[src/rtl/fc_pkg.sv]
// ============================================================================
//  Module      : fc_pkg
//  Description : Shared definitions for the fc_score_layer slice: class count,
//                score width, FSM state encoding and the weight-store index
//                convention (index N_IN addresses the bias).
//  Revision    : 1.0 - initial release
// ============================================================================
`default_nettype none

package fc_pkg;

    localparam int N_CLASS = 3;
    localparam int SCORE_W = 32;
    localparam int IDX_W   = 8;

    typedef enum logic [1:0] {
        IDLE = 2'd0,
        ACC  = 2'd1,
        BIAS = 2'd2,
        OUT  = 2'd3
    } fc_state_t;

    // Address width needed to select one of n weights.
    function automatic int idx_aw(input int n);
        return (n > 1) ? $clog2(n) : 1;
    endfunction

    // Write index addresses a weight.
    function automatic logic is_wgt_idx(input logic [IDX_W-1:0] idx, input int n_in);
        return ({1'b0, idx} < 9'(n_in));
    endfunction

    // Write index addresses the bias (one past the last weight).
    function automatic logic is_bias_idx(input logic [IDX_W-1:0] idx, input int n_in);
        return ({1'b0, idx} == 9'(n_in));
    endfunction

endpackage

`default_nettype wire

[src/rtl/fc_mac_lane.sv]
// ============================================================================
//  Module      : fc_mac_lane
//  Description : One class lane of the score layer: weight/bias store,
//                signed multiply-accumulate, bias add and 32-bit narrowing.
//                Narrowing saturates when FC_SCORE_SAT_EN is defined and
//                wraps (keeps the low 32 bits) otherwise.
//  Ports       : clk, rst_n          - clock, async active-low reset
//                i_feat              - signed feature of the current beat
//                i_rd_idx            - weight index for the current beat
//                i_first             - first beat: load product, drop old acc
//                i_acc_en            - later beat: add product to acc
//                i_bias_en           - latch acc + bias into the result
//                i_out_en            - register narrowed result as the score
//                i_wr_en/idx/data    - weight (idx < N_IN) or bias write
//                o_score             - registered 32-bit class score
//  Revision    : 1.0 - initial release
// ============================================================================
`default_nettype none

module fc_mac_lane
    import fc_pkg::*;
#(
    parameter int N_IN   = 16,
    parameter int FEAT_W = 16,
    parameter int WGT_W  = 16,
    parameter int ACC_W  = 40
) (
    input  logic                     clk,
    input  logic                     rst_n,
    input  logic [FEAT_W-1:0]        i_feat,
    input  logic [idx_aw(N_IN)-1:0]  i_rd_idx,
    input  logic                     i_first,
    input  logic                     i_acc_en,
    input  logic                     i_bias_en,
    input  logic                     i_out_en,
    input  logic                     i_wr_en,
    input  logic [IDX_W-1:0]         i_wr_idx,
    input  logic [SCORE_W-1:0]       i_wr_data,
    output logic [SCORE_W-1:0]       o_score
);

    localparam int c_AW = idx_aw(N_IN);
    localparam int c_PW = FEAT_W + WGT_W;

    logic [WGT_W-1:0]          r_wgt [N_IN];
    logic [SCORE_W-1:0]        r_bias;
    logic signed [ACC_W-1:0]   r_acc;
    logic signed [ACC_W-1:0]   r_res;
    logic [SCORE_W-1:0]        r_score;

    logic [WGT_W-1:0]          w_wgt;
    logic [c_PW-1:0]           w_feat_ext;
    logic [c_PW-1:0]           w_wgt_ext;
    logic signed [c_PW-1:0]    w_prod;
    logic signed [ACC_W-1:0]   w_prod_ext;
    logic signed [ACC_W-1:0]   w_bias_ext;
    logic [SCORE_W-1:0]        w_score;

    // ------------------------------------------------------------------
    // Weight / bias store
    // ------------------------------------------------------------------
    always_ff @(posedge clk or negedge rst_n) begin
        if (!rst_n) begin
            for (int k = 0; k < N_IN; k++) begin
                r_wgt[k] <= '0;
            end
            r_bias <= '0;
        end else if (i_wr_en) begin
            if (is_wgt_idx(i_wr_idx, N_IN)) begin
                r_wgt[i_wr_idx[c_AW-1:0]] <= i_wr_data[WGT_W-1:0];
            end else if (is_bias_idx(i_wr_idx, N_IN)) begin
                r_bias <= i_wr_data;
            end
        end
    end

    // ------------------------------------------------------------------
    // Full-precision signed product, sign-extended into the accumulator.
    // Operands are widened first so the multiply is exactly c_PW bits.
    // ------------------------------------------------------------------
    assign w_wgt      = r_wgt[i_rd_idx];
    assign w_feat_ext = {{WGT_W{i_feat[FEAT_W-1]}}, i_feat};
    assign w_wgt_ext  = {{FEAT_W{w_wgt[WGT_W-1]}}, w_wgt};
    assign w_prod     = $signed(w_feat_ext) * $signed(w_wgt_ext);
    assign w_prod_ext = {{(ACC_W-c_PW){w_prod[c_PW-1]}}, w_prod};
    assign w_bias_ext = {{(ACC_W-SCORE_W){r_bias[SCORE_W-1]}}, r_bias};

    always_ff @(posedge clk or negedge rst_n) begin
        if (!rst_n) begin
            r_acc <= '0;
            r_res <= '0;
        end else begin
            if (i_first) begin
                r_acc <= w_prod_ext;
            end else if (i_acc_en) begin
                r_acc <= r_acc + w_prod_ext;
            end
            if (i_bias_en) begin
                r_res <= r_acc + w_bias_ext;
            end
        end
    end

    // ------------------------------------------------------------------
    // Narrowing to the 32-bit score
    // ------------------------------------------------------------------
`ifdef FC_SCORE_SAT_EN
    logic w_ovf;

    // Result fits in 32 signed bits only if all bits above bit 30 agree.
    assign w_ovf = (r_res[ACC_W-1:SCORE_W-1] != {(ACC_W-SCORE_W+1){r_res[ACC_W-1]}});

    always_comb begin
        w_score = r_res[SCORE_W-1:0];
        if (w_ovf) begin
            w_score = r_res[ACC_W-1] ? 32'h8000_0000 : 32'h7FFF_FFFF;
        end
    end
`else
    logic w_unused_hi;

    // Wrap mode keeps only the low 32 bits; the upper bits are dropped.
    assign w_score     = r_res[SCORE_W-1:0];
    assign w_unused_hi = ^r_res[ACC_W-1:SCORE_W];
`endif

    always_ff @(posedge clk or negedge rst_n) begin
        if (!rst_n) begin
            r_score <= '0;
        end else if (i_out_en) begin
            r_score <= w_score;
        end
    end

    assign o_score = r_score;

endmodule

`default_nettype wire

[src/rtl/fc_score_layer.sv]
// ============================================================================
//  Module      : fc_score_layer
//  Description : Final fully-connected classifier layer. Consumes N_IN signed
//                features per frame over valid/ready, forms three dot
//                products against a runtime-loadable weight/bias store and
//                emits the three 32-bit scores with a one-cycle valid pulse.
//                Optional macro FC_SCORE_SAT_EN selects saturating narrowing
//                (default: two's-complement wrap).
//  Ports       : clk, rst_n                 - clock, async active-low reset
//                feat_data/valid/last/ready - feature stream
//                w_wr_en/class/idx/data     - weight/bias write port
//                score_data                 - class i at [i*32 +: 32]
//                score_valid                - one-cycle score update pulse
//                frame_err                  - one-cycle feat_last mismatch
//  Revision    : 1.0 - initial release
// ============================================================================
`default_nettype none

module fc_score_layer
    import fc_pkg::*;
#(
    parameter int N_IN   = 16,
    parameter int FEAT_W = 16,
    parameter int WGT_W  = 16,
    parameter int ACC_W  = 40
) (
    input  logic                       clk,
    input  logic                       rst_n,
    input  logic [FEAT_W-1:0]          feat_data,
    input  logic                       feat_valid,
    input  logic                       feat_last,
    output logic                       feat_ready,
    input  logic                       w_wr_en,
    input  logic [1:0]                 w_wr_class,
    input  logic [IDX_W-1:0]           w_wr_idx,
    input  logic [SCORE_W-1:0]         w_wr_data,
    output logic [N_CLASS*SCORE_W-1:0] score_data,
    output logic                       score_valid,
    output logic                       frame_err
);

    localparam int               c_AW       = idx_aw(N_IN);
    localparam logic [IDX_W-1:0] c_LAST_IDX = IDX_W'(N_IN - 1);
    localparam logic [IDX_W-1:0] c_IDX_ONE  = IDX_W'(1);

    fc_state_t         r_state;
    fc_state_t         w_state_nxt;
    logic [IDX_W-1:0]  r_idx;
    logic [IDX_W-1:0]  w_idx_nxt;
    logic              r_frame_err;
    logic              r_score_valid;

    logic              w_ready;
    logic              w_first;
    logic              w_acc_en;
    logic              w_err_nxt;
    logic              w_wr_ok;
    logic              w_is_last;

    // ------------------------------------------------------------------
    // FSM: state register
    // ------------------------------------------------------------------
    always_ff @(posedge clk or negedge rst_n) begin
        if (!rst_n) begin
            r_state       <= IDLE;
            r_idx         <= '0;
            r_frame_err   <= 1'b0;
            r_score_valid <= 1'b0;
        end else begin
            r_state       <= w_state_nxt;
            r_idx         <= w_idx_nxt;
            r_frame_err   <= w_err_nxt;
            r_score_valid <= (r_state == OUT);
        end
    end

    // ------------------------------------------------------------------
    // FSM: next state and control. r_idx is 0 whenever the FSM is in IDLE,
    // so the first beat always reads weight 0.
    // ------------------------------------------------------------------
    always_comb begin
        w_state_nxt = r_state;
        w_idx_nxt   = r_idx;
        w_ready     = 1'b0;
        w_first     = 1'b0;
        w_acc_en    = 1'b0;
        w_err_nxt   = 1'b0;
        w_wr_ok     = 1'b0;
        w_is_last   = (r_idx == c_LAST_IDX);

        case (r_state)
            IDLE: begin
                w_ready = 1'b1;
                if (feat_valid) begin
                    w_first = 1'b1;
                    if (feat_last) begin
                        // Last flag on beat 0 is always early: consume and drop.
                        w_err_nxt = 1'b1;
                    end else begin
                        w_state_nxt = ACC;
                        w_idx_nxt   = c_IDX_ONE;
                    end
                end else begin
                    // Store updates only when no beat can be in flight.
                    w_wr_ok = 1'b1;
                end
            end
            ACC: begin
                w_ready = 1'b1;
                if (feat_valid) begin
                    w_acc_en = 1'b1;
                    if (w_is_last) begin
                        // A missing last flag is flagged but the frame completes.
                        w_state_nxt = BIAS;
                        w_idx_nxt   = '0;
                        w_err_nxt   = !feat_last;
                    end else if (feat_last) begin
                        w_state_nxt = IDLE;
                        w_idx_nxt   = '0;
                        w_err_nxt   = 1'b1;
                    end else begin
                        w_idx_nxt = r_idx + c_IDX_ONE;
                    end
                end
            end
            BIAS: begin
                w_state_nxt = OUT;
            end
            OUT: begin
                w_state_nxt = IDLE;
            end
            default: begin
                w_state_nxt = IDLE;
                w_idx_nxt   = '0;
            end
        endcase
    end

    assign feat_ready  = w_ready;
    assign frame_err   = r_frame_err;
    assign score_valid = r_score_valid;

    // ------------------------------------------------------------------
    // Per-class MAC lanes sharing the FSM and feature counter
    // ------------------------------------------------------------------
    for (genvar c = 0; c < N_CLASS; c++) begin : g_lane
        logic w_lane_wr;

        assign w_lane_wr = w_wr_en & w_wr_ok & (w_wr_class == 2'(c));

        fc_mac_lane #(
            .N_IN   (N_IN),
            .FEAT_W (FEAT_W),
            .WGT_W  (WGT_W),
            .ACC_W  (ACC_W)
        ) u_lane (
            .clk       (clk),
            .rst_n     (rst_n),
            .i_feat    (feat_data),
            .i_rd_idx  (r_idx[c_AW-1:0]),
            .i_first   (w_first),
            .i_acc_en  (w_acc_en),
            .i_bias_en (r_state == BIAS),
            .i_out_en  (r_state == OUT),
            .i_wr_en   (w_lane_wr),
            .i_wr_idx  (w_wr_idx),
            .i_wr_data (w_wr_data),
            .o_score   (score_data[c*SCORE_W +: SCORE_W])
        );
    end

endmodule

`default_nettype wire

[config.mk]
export PLATFORM = sky130hd
export DESIGN_NAME = fc_score_layer
export DESIGN_NICKNAME = d
export VERILOG_FILES = /design/src/rtl/fc_pkg.sv /design/src/rtl/fc_mac_lane.sv /design/src/rtl/fc_score_layer.sv
export SDC_FILE = /design/constraint.sdc
export NUM_CORES = 2
export LEC_CHECK = 0
export BUFFER_PORTS_ARGS = -buffer_cell sky130_fd_sc_hd__clkbuf_2
export CAP_MARGIN = 20
export CORE_MARGIN = 2
export CORE_UTILIZATION = 55
export CTS_CLUSTER_DIAMETER = 30
export DETAILED_ROUTE_END_ITERATION = 8
export HOLD_SLACK_MARGIN = 0.03
export PLACE_DENSITY = 0.84
export REMOVE_ABC_BUFFERS = 1
export SLEW_MARGIN = 20
export SYNTH_ARGS = -nofsm -noshare
export SYNTH_HDL_FRONTEND = slang
export SYNTH_SLANG_ARGS = --single-unit
[constraint.sdc]
create_clock -name clk -period 9.7 [get_ports clk]
set_clock_uncertainty 0.1 [all_clocks]
set_input_delay 1.94 -clock clk [delete_from_list [all_inputs] [get_ports clk]]
set_output_delay 1.94 -clock clk [all_outputs]
set_load 0.1 [all_outputs]
==> impl_metrics.csv <==
group,metric,value,unit
clocking,htree_levels,4,
place,dpl_cell_area,94200,um2
setup_path,crit_path_top_delay_cell,"mux4_2",
setup_path,path_buf_inv,8,
setup_path,worstPathMaxFanout,9,
synth,netlist_area,88600,um2
timing,max_freq,105,MHz
place,place.port_buffers,161,
timing,hold_ws,373,ps
detailed_routing,first_pass_iters,6,
synth,synth.most_common_cell,"dfrtp_1",
clocking,clk_path_buf_depth,3,
synth,ys_seq_area_share,32.9,%
hold_path,min_path_cells,2,
power,p_sw_share,32.0,%
power,finalPower,17500,uW
detailed_routing,vias,65300,
power,pwr-share-seq,30.7,%
timing,relSlewSlack,19.1,%
floorplan,pin_count,162,
grt,top_usage_layer,"met2",
clocking,cts-buffers-inserted,221,
clocking,cts_hold_buffers,0,
setup_path,timing.critical_path.max_delay_family,"adder cells",
grt,first_global_vias,69200,
floorplan,dieWidth,405,um
floorplan,die_y,405,um
timing,period_needed,9560,ps
finish,final_cell_area,104000,um2
grt,grt_start_max_net_pins,225,
clocking,cts.sink_count,1164,
grt,grt_antenna_before_repair,24,
setup_path,criticalPathCategory,"flip-flop to flip-flop",
setup_path,r2r_cells,36,
power,p_comb_share,22.2,%
grt,grtUsageTotal,31.3,%
power,ir_drop,0.218,mV
synth,ys_types,92,
floorplan,fp-row-count,147,
timing,tightest_slew,1210,ps
finish,area_growth,18.0,%
synth,yosys_register_bits,1164,
place,routabilityCongestion,0.955,
timing,worst_slack,140,ps
clocking,clk_pin_slew,50,ps
grt,grtUsageMet2,49.9,%
grt,met1_usage,40.1,%
grt,grt_first_pass_wirelength,396,mm
clocking,cts_root_buf,"clkbuf_16",
detailed_routing,postRouteAntennaNets,0,
grt,grt-ovfl-total,0,
setup_path,worstSetupEndpointType,"flip-flop",
floorplan,core,160000,um2
setup_path,required,10340,ps
synth,avgSynthCellArea,11.3,um2
synth,yosys.area.top_type,"dfrtp_1",
status,outcome,"completed",
detailed_routing,wl_per_cell,24.9,um
synth,synth-async-reset-ratio,100,%
power,p_per_area,167,nW/um2
floorplan,die_area,164000,um2
setup_path,crit_arrival,10200,ps
timing,maxSlewViolCount,0,
synth,netlist_instances,7845,
finish,fill_cells,11000,
setup_path,critical_path_depth,36,
setup_path,critPathMostFrequentCell,"fa_1",
finish,drive_gt1_share,29.5,%
power,leakage,0.0531,uW
detailed_routing,via_per_inst,6.10,
place,dp_cells,10200,
finish,nNetsFinal,9632,
detailed_routing,wirelength,267,mm
job,drv_cap,0,
place,hpwl,175,mm
power,clockPowerShare,47.2,%
detailed_routing,drc,0,
setup_path,max_stage_delay,610,ps
hold_path,hold_class,"flip-flop to flip-flop",
detailed_routing,drtIter0Drc,6720,
synth,yosys-top-cells-count,"1,164 x dfrtp_1, 965 x mux2_2, 959 x inv_1, 792 x fa_1, 672 x nand2_1",
clocking,insertion_delay,880,ps
timing,setup_viol,0,
synth,synth_top_cell_area_share,32.9,%
grt,globalRouteMet3Util,6.95,%
timing,hold_viol,0,
place,post-place-ws,-291,ps
clocking,tritoncts,"done",
floorplan,initial_core_util,55.3,%
power,power.switching,5590,uW
synth,synth_flop_cell,"dfrtp_1",
finish,fin_cells,10700,
setup_path,startpoint_type,"flip-flop",
synth,synth_area_leaders,"dfrtp_1 33%, fa_1 18%, mux2_2 12%",
timing,fin_crit_sh,98.6,%
power,p_int,11900,uW
synth,synth-edff-count,0,
synth,yosys_warnings,0,
state kept, by name, indices dropped and copies added (netlist names), named ones only:
name / flops
frame_err: 1
g_lane.u_lane.o_score: 96
g_lane.u_lane.r_acc: 96
g_lane.u_lane.r_bias: 96
g_lane.u_lane.r_res: 96
g_lane.u_lane.r_wgt: 768
r_idx: 8
r_state: 1
score_valid: 1
power by group through the flow:
stage | Sequential, uW | Clock, uW | Combinational, uW
floorplan | 5590 | 0 | 1940
CTS | 5350 | 8250 | 3540
global placement | 5420 | 0 | 3360
detailed placement | 5430 | 0 | 3460
finish | 5360 | 8240 | 3880
global route | 5370 | 8530 | 4160
what timing repair did:
action	CTS	global route
cloned	1	11
pin swaps	0	82
setup endpoints to repair	9	28
setup buffers	22	78
resized for setup	8	200
path summary, 6_finish.rpt:
check	from	endpoint	slack (ps)
worst max register to register	r_idx[0]$_DFFE_PN0P_	g_lane[1].u_lane.r_acc[31]$_DFFE_PN0P_	140
max in group asynchronous	rst_n	g_lane[0].u_lane.r_wgt[214]$_DFFE_PN0P_	6030
worst max-delay path	r_idx[0]$_DFFE_PN0P_	g_lane[1].u_lane.r_acc[31]$_DFFE_PN0P_	140
worst min register to register	g_lane[2].u_lane.r_res[7]$_DFFE_PN0P_	g_lane[2].u_lane.r_res[7]$_DFFE_PN0P_	370
min in group asynchronous	rst_n	g_lane[1].u_lane.r_bias[11]$_DFFE_PN0P_	1060
worst min-delay path	g_lane[2].u_lane.r_res[7]$_DFFE_PN0P_	g_lane[2].u_lane.r_res[7]$_DFFE_PN0P_	370
metrics by stage:
stage,util [%],TNS (ps)
2_1_floorplan,-,-412710
3_3_place_gp,58.8,-284
3_5_place_dp,58.8,-1440
4_1_cts,64.0,0
5_1_grt,65.2,-1250
6_report,65.2,0
cell families (layout without fill, tap and decap cells):
group                    Yosys count  in the layout  synth area share (%)
AND/OR/NAND/NOR                 1658           1658                  9.11
buffers and inverters           1369           2055                  5.86
adder cells (fa/ha/maj)         1232           1232                  24.1
multiplexers                    1232           1238                  18.6
flip-flops                      1164           1164                  32.9
AO/OA/AOI/OAI                    952            952                  7.02
XOR/XNOR                         238            238                  2.35
other                              0              7                     0
worst register-to-register path: cells and delay by family (launching register included):
| family | cells | cell delay [ps] |
|---|---|---|
| adder cells (fa/ha/maj) | 8 | 3540 |
| buffers and inverters | 8 | 1120 |
| AO/OA/AOI/OAI | 8 | 1510 |
| flip-flops | 1 | 540 |
| AND/OR/NAND/NOR | 9 | 1360 |
| multiplexers | 2 | 1120 |
| XOR/XNOR | 1 | 150 |
per-layer routing:
layer / share of wire, % / vias to the layer above
li1: - / 27500
met1: 38 / 33100
met2: 46 / 3690
met3: 9.9 / 1020
met4: 6.3 / 30
met5: 0.073 / -
layout make-up:
cell class	instances	area [um2]	share of cell area, %
Inverter	959	3600	3.45
Sequential cell	1164	29100	27.9
Antenna cell	7	17.5	0.0168
Multi-Input combinational cell	5318	55300	53.0
Timing Repair Buffer	673	5560	5.32
Tap cell	2160	2700	2.59
Clock inverter	178	2310	2.21
Clock buffer	245	5800	5.55
cells in the final DEF (no fill, tap or decap), drive strengths merged, types with 243 or more instances in the layout:
| master | netlist | routed |
|---|---|---|
| and2 | 417 | 417 |
| dfrtp | 1164 | 1164 |
| inv | 959 | 1011 |
| ha | 440 | 440 |
| fa | 792 | 792 |
| buf | 85 | 511 |
| mux2 | 967 | 967 |
| nand2 | 672 | 672 |
| mux4 | 237 | 243 |
| clkbuf | 325 | 407 |
Note: power is estimated with default switching activity, not from simulation.
